**config.mk**
```make
export PLATFORM = sky130hd
export DESIGN_NAME = cnt_run_ctrl_flat
export DESIGN_NICKNAME = d
export VERILOG_FILES = /design/src/rtl/cnt_run_ctrl_if.sv /design/src/rtl/cnt_run_ctrl.sv /design/src/flat_wrapper.sv
export SDC_FILE = /design/constraint.sdc
export NUM_CORES = 1
export LEC_CHECK = 0
export BUFFER_PORTS_ARGS = -buffer_cell sky130_fd_sc_hd__buf_2
export CAP_MARGIN = 20
export CORE_UTILIZATION = 29
export DETAILED_ROUTE_END_ITERATION = 7
export PLACE_DENSITY = 0.49
export SETUP_SLACK_MARGIN = 0.1
export SKIP_LAST_GASP = 1
export SYNTH_ARGS = -nofsm -noshare
export SYNTH_HDL_FRONTEND = slang
export SYNTH_SLANG_ARGS = --single-unit
```
**constraint.sdc**
```tcl
create_clock -name sys_clk -period 1.4 [get_ports sys_clk]
set_clock_uncertainty 0.05 [all_clocks]
set_input_delay 0.14 -clock sys_clk [delete_from_list [all_inputs] [get_ports sys_clk]]
set_output_delay 0.14 -clock sys_clk [all_outputs]
set_load 0.01 [all_outputs]
```
**src/rtl/cnt_run_ctrl_if.sv**
```systemverilog
// Control/status bundle between a run sequencer (master) and cnt_run_ctrl (slave).
interface cnt_run_ctrl_if #(
  parameter int WIDTH = 4,
  parameter int REP_W = 4
);
  logic             start;
  logic             pause;
  logic             stop;
  logic [WIDTH-1:0] cfg_limit;
  logic [REP_W-1:0] cfg_reps;
  logic             cfg_auto;
  logic [WIDTH-1:0] cnt;
  logic [REP_W-1:0] rep_cnt;
  logic             busy;
  logic             paused;
  logic             tc_pulse;
  logic             done;

  modport master (
    output start, pause, stop, cfg_limit, cfg_reps, cfg_auto,
    input  cnt, rep_cnt, busy, paused, tc_pulse, done
  );

  modport slave (
    input  start, pause, stop, cfg_limit, cfg_reps, cfg_auto,
    output cnt, rep_cnt, busy, paused, tc_pulse, done
  );
endinterface

```
**src/rtl/cnt_run_ctrl.sv**
```systemverilog
// Run controller for a WIDTH-bit up-counter: start/pause/stop sequencing over
// cfg_reps periods of cfg_limit+1 cycles, with optional automatic re-arm.
module cnt_run_ctrl #(
  parameter int WIDTH = 4,
  parameter int REP_W = 4
) (
  input  logic          sys_clk,
  input  logic          sys_rst_n,
  cnt_run_ctrl_if.slave bus
);

  typedef enum logic [2:0] {
    S_IDLE,
    S_ARM,
    S_RUN,
    S_HOLD,
    S_DONE
  } state_t;

  state_t           state_q, state_d;
  logic [WIDTH-1:0] cnt_q, lim_q;
  logic [REP_W-1:0] rep_q, reps_q;
  logic             auto_q, tc_q;
  logic             at_limit, last_rep;

  assign at_limit = (cnt_q == lim_q);
  assign last_rep = (REP_W'(rep_q + 1'b1) == reps_q);

  // NOTE: sequential state uses non-blocking assignments so every register
  // samples the pre-edge values regardless of process ordering.
  always_ff @(posedge sys_clk or negedge sys_rst_n) begin
    if (!sys_rst_n) state_q <= S_IDLE;
    else            state_q <= state_d;
  end

  // NOTE: state_d gets a default first so no path through the case infers a latch.
  always_comb begin
    state_d = state_q;
    unique case (state_q)
      S_IDLE: if (bus.start) state_d = S_ARM;
      S_ARM:  state_d = bus.stop ? S_IDLE : S_RUN;
      S_RUN: begin
        if (bus.stop)                state_d = S_IDLE;
        else if (bus.pause)          state_d = S_HOLD;
        else if (at_limit && last_rep) state_d = S_DONE;
      end
      S_HOLD: begin
        if (bus.stop)        state_d = S_IDLE;
        else if (!bus.pause) state_d = S_RUN;
      end
      S_DONE: state_d = auto_q ? S_ARM : S_IDLE;
      default: state_d = S_IDLE;
    endcase
  end

  // Counter, repetition count, tick and the configuration snapshot taken at start.
  always_ff @(posedge sys_clk or negedge sys_rst_n) begin
    if (!sys_rst_n) begin
      cnt_q  <= '0;
      rep_q  <= '0;
      tc_q   <= 1'b0;
      lim_q  <= '0;
      reps_q <= '0;
      auto_q <= 1'b0;
    end else begin
      tc_q <= 1'b0;
      unique case (state_q)
        S_IDLE: begin
          cnt_q <= '0;
          if (bus.start) begin
            lim_q  <= bus.cfg_limit;
            reps_q <= (bus.cfg_reps == '0) ? REP_W'(1) : bus.cfg_reps;
            auto_q <= bus.cfg_auto;
          end
        end
        S_ARM: begin
          cnt_q <= '0;
          rep_q <= '0;
        end
        S_RUN: begin
          if (bus.stop) begin
            cnt_q <= '0;
          end else if (!bus.pause) begin
            if (at_limit) begin
              cnt_q <= '0;
              tc_q  <= 1'b1;
              rep_q <= REP_W'(rep_q + 1'b1);
            end else begin
              cnt_q <= WIDTH'(cnt_q + 1'b1);
            end
          end
        end
        S_HOLD: if (bus.stop) cnt_q <= '0;
        S_DONE: cnt_q <= '0;
        default: cnt_q <= '0;
      endcase
    end
  end

  always_comb begin
    bus.busy   = 1'b0;
    bus.paused = 1'b0;
    bus.done   = 1'b0;
    unique case (state_q)
      S_ARM, S_RUN: bus.busy = 1'b1;
      S_HOLD: begin
        bus.busy   = 1'b1;
        bus.paused = 1'b1;
      end
      S_DONE:  bus.done = 1'b1;
      default: ;
    endcase
  end

  assign bus.cnt      = cnt_q;
  assign bus.rep_cnt  = rep_q;
  assign bus.tc_pulse = tc_q;

endmodule

```
**src/flat_wrapper.sv**
```systemverilog
// flat-port wrapper written by rule: the top's interface ports become plain ports
module cnt_run_ctrl_flat 
#(
  parameter int WIDTH = 4,
  parameter int REP_W = 4
)
  (sys_clk, sys_rst_n, bus_start, bus_pause, bus_stop, bus_cfg_limit, bus_cfg_reps, bus_cfg_auto, bus_cnt, bus_rep_cnt, bus_busy, bus_paused, bus_tc_pulse, bus_done);
  cnt_run_ctrl_if #(.WIDTH(WIDTH), .REP_W(REP_W)) bus_i ();
  input  logic sys_clk;
  input  logic sys_rst_n;
  input wire logic [$bits(bus_i.start)-1:0] bus_start;
  input wire logic [$bits(bus_i.pause)-1:0] bus_pause;
  input wire logic [$bits(bus_i.stop)-1:0] bus_stop;
  input wire logic [$bits(bus_i.cfg_limit)-1:0] bus_cfg_limit;
  input wire logic [$bits(bus_i.cfg_reps)-1:0] bus_cfg_reps;
  input wire logic [$bits(bus_i.cfg_auto)-1:0] bus_cfg_auto;
  output wire logic [$bits(bus_i.cnt)-1:0] bus_cnt;
  output wire logic [$bits(bus_i.rep_cnt)-1:0] bus_rep_cnt;
  output wire logic [$bits(bus_i.busy)-1:0] bus_busy;
  output wire logic [$bits(bus_i.paused)-1:0] bus_paused;
  output wire logic [$bits(bus_i.tc_pulse)-1:0] bus_tc_pulse;
  output wire logic [$bits(bus_i.done)-1:0] bus_done;
  assign bus_i.start = bus_start;
  assign bus_i.pause = bus_pause;
  assign bus_i.stop = bus_stop;
  assign bus_i.cfg_limit = bus_cfg_limit;
  assign bus_i.cfg_reps = bus_cfg_reps;
  assign bus_i.cfg_auto = bus_cfg_auto;
  assign bus_cnt = bus_i.cnt;
  assign bus_rep_cnt = bus_i.rep_cnt;
  assign bus_busy = bus_i.busy;
  assign bus_paused = bus_i.paused;
  assign bus_tc_pulse = bus_i.tc_pulse;
  assign bus_done = bus_i.done;
  cnt_run_ctrl #(.WIDTH(WIDTH), .REP_W(REP_W)) u_core (.sys_clk(sys_clk), .sys_rst_n(sys_rst_n), .bus(bus_i));
endmodule
```
# Word-level counts from Yosys, hierarchy flattened
# Cells that the tools add are included.
# classes
addsub	2
eq_ne	14
n_mux	26
n_reduce_logical	9
# op_table
op	count
$mux 4	8
$mux 3	6
$pmux 4 s2	2
$pmux 3 s5	1
$add 4x1->4 const B	2
$eq 4x4->1	2
$mux 1	8
$ne 2x2->1 const B	4
$eq 3x2->1 const B	2
$ne 3x3->1 const B	2
$logic_not 4->1	1
$ne 4x3->1 const B	1
$reduce_and 2->1	2
$reduce_and 4->1	1
$eq 3x1->1 const B	1
$eq 3x3->1 const B	1
$logic_not 3->1	1
$reduce_and 3->1	1
$reduce_or 3->1	1
$mux 2	1
$ne 2x1->1 const B	1
$reduce_bool 2->1	1
$logic_and 1x1->1	1
# totals
regBits	21
input_bits	14
elab_cells	58

# Longest topological paths before layout
# Gate-level depths: netlist (run 1).
# logic_depth
word_depth	7
mapped_depth	5
depth_no_buf	5

# Least setup slack after synthesis (run 1)
# OpenSTA, ideal clock, no wires.
# synth_path
path_type	reg-to-reg
start	register u_core.state_q[2]
end	register u_core.auto_q
setup_ps	125
t_arrival_ps	1365
path_slack_ps	-140
path_stages_with_launch	4
path_cell_list	dfrtp_1 buf_6 nor4b_4 mux2_2
# synth_via
elab_chain_cells	2
# synth_lines
element	line_no	rtl
start: declaration	cnt_run_ctrl.sv:20	state_t state_q, state_d;
start signal: assignment	cnt_run_ctrl.sv:33	else state_q <= state_d;
$logic_not 3->1	cnt_run_ctrl.sv:67	unique case (state_q)
$reduce_and 2->1 (no line)	n/a	
end signal: assignment	cnt_run_ctrl.sv:73	auto_q <= bus.cfg_auto;
end: declaration	cnt_run_ctrl.sv:23	logic auto_q, tc_q;
# Every way passes these cells.
# A chain may end at the register's enable or synchronous reset.

# Worst setup path after layout (run 1)
# layout_path
start	register u_core.state_q[0]
end	register u_core.lim_q[1]
# layout_via
elab_chain_cells	2
# layout_lines
element	line_no	rtl
$logic_not 3->1	cnt_run_ctrl.sv:67	
$reduce_and 2->1 (no line)	n/a	
end signal: assignment	cnt_run_ctrl.sv:71	lim_q <= bus.cfg_limit;
end: declaration	cnt_run_ctrl.sv:21	logic [WIDTH-1:0] cnt_q, lim_q;
# Every way passes these cells.

==> out/metrics.cfg, run 1 <==
[sta]
worstMarginPinSlew_ns=0.479
max_freq_mhz=692
fin_ws_ns=-0.0459
setup_viol=11
hold_violations=0
slew_headroom_pct=68.1
rsz0062_at_grt=true
period_needed_ns=1.45
final_max_slew_viol_count=0
whs_ns=0.0632
timing.final.crit_share_pct=103

[synthesis]
synth_edf_count=0
synthDistinctLibCells=30
synth_area_leaders=dfrtp_1, mux2_2, xnor2_1
synth.most_common_cell=dfrtp_1
synth_top_area_share_pct=48.4
netlist_area_um2=1090
ys_top_cells_by_count=dfrtp_1, mux2_2, nand2_1, nor2_1, xnor2_1
synth_nets=114
yosys.area.top_type=dfrtp_1
synth.avg_cell_area_um2=11.1
yosys_warnings=0
ys_seq_area_share_pct=48.4
synthCells=98
async_flop_share_pct=100
ys.flop_type=dfrtp_1
synth_seq_cells=21

[die]
row_count=21
fp.dieArea_um2=3990
initial_core_util_pct=31.3
dieWidth_um=63.2
core_um2=3470
io-pin-count=26
die_h_um=63.2

[final_layout]
n_antenna_cell=0
stdcell_count=191
stdcell_area_um2=1550
drive_above_1_share_pct=52.4
area_delta_synth_final_pct=43.0
nets=162
final_util_pct=44.8

[detailed_routing]
vias=879
wl_um=2350
drc=0
wire_per_inst_um=12.3
drt_iter0_markers=15
ant_nets=0
dr.pass1.iters=2
vias_per_cell=4.60

[clock_tree]
cts_root_buffer=clkbuf_8
clock_path_buffers=2
worstSkewPairLatency_ns=0.26
htreeDepth=1
clk_pin_slew_ns=0.07
cts_tree=built
cts_sinks=21
numCtsBuffers=3

[critical_path]
start_kind=register
slowest_delay_ns=0.47
worst_path_dominant_cell_family=flip-flops
cp.arrival_ns=1.54
crit_path_end_kind=register
cp_data_required_time_ns=1.49
path_max_fanout=8
worstSetupPathType=register to register
path_cells=nor4b_4 -> buf_6 -> mux2_2
crit_slowest_cell=dfrtp_2
crit_buf_inv=1

[grt]
grt_max_degree=22
grt_first_pass_wirelength_um=4030
overflow=0
grt_pass1_vias=920
antenna_found_initial=0
grt_usage_pct=13.0

[place]
place.gp.congestion=0.751
port_buffers=25
place_area_um2=1370
dp_cells=180
hpwl_um=1750
place_ws_ns=-0.0682

[status]
violations=negative setup slack
status=finished, violations left

[run]
drv_cap=0

[pwr]
powerDensity_nw_per_um2=1030
leakagePower_nw=0.698
irDropWorstVdd_mv=0.598

[worst_hold_path]
hold_class=input pin to register

[state kept, by name, indices dropped and copies added (netlist names)]
name                 count
u_core.auto_q            1
u_core.bus.tc_pulse      1
u_core.bus.rep_cnt       4
u_core.lim_q             4
u_core.bus.cnt           4
u_core.state_q           3
u_core.reps_q            4
[final timing paths]
path	startpoint	end	slack, ns	cells after the start
worst max-delay path	u_core.state_q[0]$_DFFE_PN0P_	u_core.lim_q[1]$_DFFE_PN0P_	-0.05	3
worst min-delay path	bus_cfg_limit[0]	u_core.lim_q[0]$_DFFE_PN0P_	0.06	2
worst max register to register	u_core.state_q[0]$_DFFE_PN0P_	u_core.lim_q[1]$_DFFE_PN0P_	-0.05	3
worst min register to register	u_core.auto_q$_DFFE_PN0P_	u_core.auto_q$_DFFE_PN0P_	0.47	1
max in group asynchronous	sys_rst_n	u_core.bus.cnt[1]$_DFFE_PN0P_	0.63	2
min in group asynchronous	sys_rst_n	u_core.bus.rep_cnt[1]$_DFFE_PN0P_	0.32	2
[report_power, final]
part	leakage (nW)	total (mW)	internal [mW]	switching [mW]
sequential	0.258	0.772	0.693	0.0785
clock	0.0228	0.393	0.203	0.191
combinational	0.417	0.433	0.251	0.182
[through the flow]
stage,power [mW],setup TNS [ns]
after CTS,1.61,-0.342
final,1.60,-0.362
after detailed placement,1.14,-0.641
after global routing,1.70,-1.65
after floorplan,1.00,-1.34
after global placement,1.13,-0.382
[layout make-up]
cell class / instances / area, um2
fill: 360 / 1920
clock buffer: 4 / 45.0
multi-input combinational: 70 / 591
sequential: 21 / 534
inverter: 4 / 15.0
timing repair buffer: 46 / 310
tap: 46 / 57.6
[layer usage]
layer / wire, um / vias up / GRT usage (%)
met5: 0 / - / 0
met4: 29 / 0 / 4.26
met3: 59 / 4 / 2.17
met2: 1100 / 16 / 21.4
met1: 1160 / 415 / 17.4
li1: - / 444 / -
[cell families after synthesis]
group           Yosys count  synth area share, %
fa+ha+maj                 2                 2.30
xor+xnor                 11                 8.87
simple gates             32                 16.5
mux                      12                 12.0
buf+inv                   7                 3.92
flops                    21                 48.4
compound gates           13                 8.07
[placed cells by master, fill, tap and decap left out, types with 2 or more instances in the layout]
cell type / synthesis / layout
nor2_1: 8 / 5
xor2_1: 4 / 4
dfrtp_2: 0 / 7
buf_2: 1 / 24
o21ai_0: 4 / 4
dfrtp_1: 21 / 14
nand3_1: 5 / 4
mux2_2: 8 / 7
clkbuf_8: 0 / 3
inv_1: 4 / 4
xnor2_1: 7 / 6
a31oi_1: 2 / 2
buf_6: 2 / 6
buf_4: 0 / 15
nand2_1: 8 / 7
mux2i_1: 4 / 4
nor2_4: 0 / 2
[timing repair]
action | CTS | global route
pin swaps | 6 | 6
setup buffers | 5 | 1
hold buffers | 1 | 0
hold endpoints to repair | 21 | 0
setup endpoints to repair | 21 | 24
gates resized for setup | 19 | 3
[worst register-to-register path, cell delays in order (launching register included)]
cell     delay, ns
dfrtp_2       0.47
nor4b_4       0.31
buf_6         0.18
mux2_2        0.33
Note: power is estimated with default switching activity, not from simulation.
==> inputs of run 2 (changes only) <==
- ABC_AREA: default -> 1
- PLACE_DENSITY: 0.49 -> 0.48
- SETUP_SLACK_MARGIN: 0.1 -> 0.15
- SKIP_LAST_GASP: 1 -> default
==> out/metrics.cfg, run 2 <==
[critical_path]
cp.arrival_ns=1.54  ; about the same
cp_data_required_time_ns=1.50  ; about the same
path_max_fanout=4  ; -4
worst_path_dominant_cell_family=simple AND/OR/NAND/NOR gates
crit_slowest_cell=dfrtp_2
start_kind=register
worstSetupPathType=register to register
crit_buf_inv=1  ; unchanged
crit_path_end_kind=register
path_cells=ha_4 -> inv_2 -> nand2_1 -> nand2_1 -> nor2_1 -> nand2_1 -> nor2_1 -> nand3_1 -> nand3_1 -> nand2_1
path_common_cell=nand2_1
slowest_delay_ns=0.43  ; -0.04 ns

[clock_tree]
clk_pin_slew_ns=0.08  ; about the same
cts_sinks=21  ; unchanged
cts_root_buffer=clkbuf_8
numCtsBuffers=3  ; unchanged
worstSkewPairLatency_ns=0.26  ; about the same
cts_tree=built
htreeDepth=1  ; unchanged
clock_path_buffers=2  ; unchanged

[pwr]
leakagePower_nw=1.09  ; +57%
irDropWorstVdd_mv=0.828  ; +38%
powerDensity_nw_per_um2=1470  ; +43%

[synthesis]
synthDistinctLibCells=24  ; -20%
synth_edf_count=0  ; unchanged
ys_seq_area_share_pct=40.2  ; -8.2 points
async_flop_share_pct=100  ; unchanged
synth_top_area_share_pct=40.2  ; -8.2 points
ys.flop_type=dfrtp_1
synthCells=191  ; +95%
synth_seq_cells=21  ; unchanged
netlist_area_um2=1310  ; +20%
yosys_warnings=0  ; unchanged
ys_top_cells_by_count=nand2_1, inv_1, dfrtp_1
synth_nets=207  ; +82%
synth.most_common_cell=nand2_1
synth_area_leaders=dfrtp_1, nand2_1, inv_1
yosys.area.top_type=dfrtp_1
synth.avg_cell_area_um2=6.85  ; -38%

[grt]
grt_usage_pct=15.0  ; +1.9 points
grt_max_degree=22  ; unchanged
grt_pass1_vias=1318  ; +43%
grt_first_pass_wirelength_um=5910  ; +47%
overflow=0  ; unchanged
antenna_found_initial=0  ; unchanged

[final_layout]
drive_above_1_share_pct=52.7  ; +0.32 points
final_util_pct=48.7  ; +3.9 points
final_common_cell=nand2_1
stdcell_count=308  ; +61%
area_delta_synth_final_pct=62.2
n_antenna_cell=0  ; unchanged
final_cell_mix=nand2_1, buf_4, buf_2
num-fill-cells=424  ; +18%
nets=273  ; +69%

[die]
dieWidth_um=69.1  ; +9.4%
die_h_um=69.1  ; +9.4%
core_um2=4350  ; +26%
io-pin-count=26  ; unchanged
initial_core_util_pct=30.0  ; -1.3 points
row_count=24  ; +14%
fp.dieArea_um2=4780  ; +20%

[sta]
period_needed_ns=1.44  ; -0.00845 ns
timing.final.crit_share_pct=103  ; -0.60 points
final_max_slew_viol_count=0  ; unchanged
setup_viol=2  ; -9
max_freq_mhz=696  ; +0.59%
rsz0062_at_grt=true
worstMarginPinSlew_ns=0.485  ; +0.00578 ns
whs_ns=0.0597  ; -0.00350 ns
hold_violations=0  ; unchanged
fin_ws_ns=-0.0374  ; +0.00845 ns
slew_headroom_pct=67.7  ; -0.39 points

[detailed_routing]
wl_um=3340  ; +42%
drc=0  ; unchanged
vias_per_cell=4.48  ; -2.6%
drt_iter0_markers=37  ; +22
vias=1381  ; +57%
dr.pass1.iters=4  ; +2
ant_nets=0  ; unchanged
wire_per_inst_um=10.8  ; -12%

[place]
port_buffers=25  ; unchanged
dp_cells=284  ; +58%
place.gp.congestion=0.772  ; +2.7%
hpwl_um=2350  ; +34%

[run]
drv_cap=0  ; unchanged

[status]
status=finished, violations left
violations=negative setup slack

[worst_hold_path]
hold_class=input pin to register

-- run 2: cell count changes in the layout (fill, tap and decap cells not counted), moves of 5 or more --
cell / previous run / this run
mux2_2: 7 / 0
buf_6: 6 / 14
nand2_4: 0 / 7
nand3_1: 4 / 14
nand2_1: 7 / 51
inv_2: 0 / 17
xnor2_1: 6 / 1
nor2_4: 2 / 10
nand2_2: 1 / 18
buf_4: 15 / 23
inv_1: 4 / 14
o21ai_1: 0 / 7
-- run 2: cell type report --
class                      count  area [um2]  share of cell area (%)
timing repair buffer          62         498                    23.5
multi-input combinational    138         863                    40.7
inverter                      31         116                    5.49
clock buffer                   3        41.3                    1.95
sequential                    21         532                    25.1
tap                           52        65.1                    3.07
clock inverter                 1        5.00                   0.236
-- run 2: routing by layer --
| layer | GRT usage [%] | up-vias | share of wire (%) |
|---|---|---|---|
| li1 | - | 725 | - |
| met1 | 20.8 | 638 | 49 |
| met2 | 24.5 | 16 | 49 |
| met3 | 1.90 | 2 | 2.2 |
| met4 | 3.85 | 0 | 0.51 |
| met5 | 0 | - | 0 |
-- run 2: repair_timing --
item | CTS | global route
endpoints found under the setup margin | 24 | 25
setup buffers | 8 | 11
hold endpoints to repair | 21 | 0
hold buffers | 1 | 0
cloned | 1 | 0
pin swaps | 12 | 22
resized for setup | 47 | 47
-- run 2: cell families (layout without fill, tap and decap cells) --
| kind of cell | after synthesis | in the layout | synth area share [%] |
|---|---|---|---|
| mux | 1 | 1 | 0.861 |
| xor+xnor | 3 | 3 | 2.01 |
| buf+inv | 32 | 97 | 9.76 |
| fa+ha+maj | 2 | 2 | 1.91 |
| compound gates | 17 | 17 | 7.18 |
| flops | 21 | 21 | 40.2 |
| simple gates | 115 | 115 | 38.1 |
-- run 2: path summary, 6_finish.rpt --
kind | start | to | slack [ns] | cells after the start
worst max register to register | u_core.bus.rep_cnt[1]$_DFFE_PN0P_ | u_core.state_q[1]$_DFFE_PN0P_ | -0.04 | 10
worst max-delay path | u_core.bus.rep_cnt[1]$_DFFE_PN0P_ | u_core.state_q[1]$_DFFE_PN0P_ | -0.04 | 10
min in group asynchronous | sys_rst_n | u_core.lim_q[2]$_DFFE_PN0P_ | 0.31 | 2
worst min register to register | u_core.auto_q$_DFFE_PN0P_ | u_core.auto_q$_DFFE_PN0P_ | 0.47 | 1
worst min-delay path | bus_cfg_auto | u_core.auto_q$_DFFE_PN0P_ | 0.06 | 2
max in group asynchronous | sys_rst_n | u_core.bus.rep_cnt[1]$_DFFE_PN0P_ | 0.62 | 2
-- run 2: stage by stage --
step                      setup TNS [ns]  setup slack (ns)  power (mW)  area (um2)
after CTS                        -0.0937           -0.0546        2.92        1930
after global routing              -0.723            -0.144        3.35        2120
after detailed placement          -0.185           -0.0548        2.07        1640
after global placement            -0.134           -0.0355        2.07        1640
after floorplan                  -0.0205           -0.0205        1.69        1320
final                            -0.0453           -0.0374        3.11        2120
-- run 2: where the power goes --
part | switching (mW) | total, mW | internal, mW
registers | 0.165 | 0.943 | 0.778
clock network | 0.211 | 0.409 | 0.198
logic | 0.933 | 1.76 | 0.827
total | 1.31 | 3.11 | 1.80
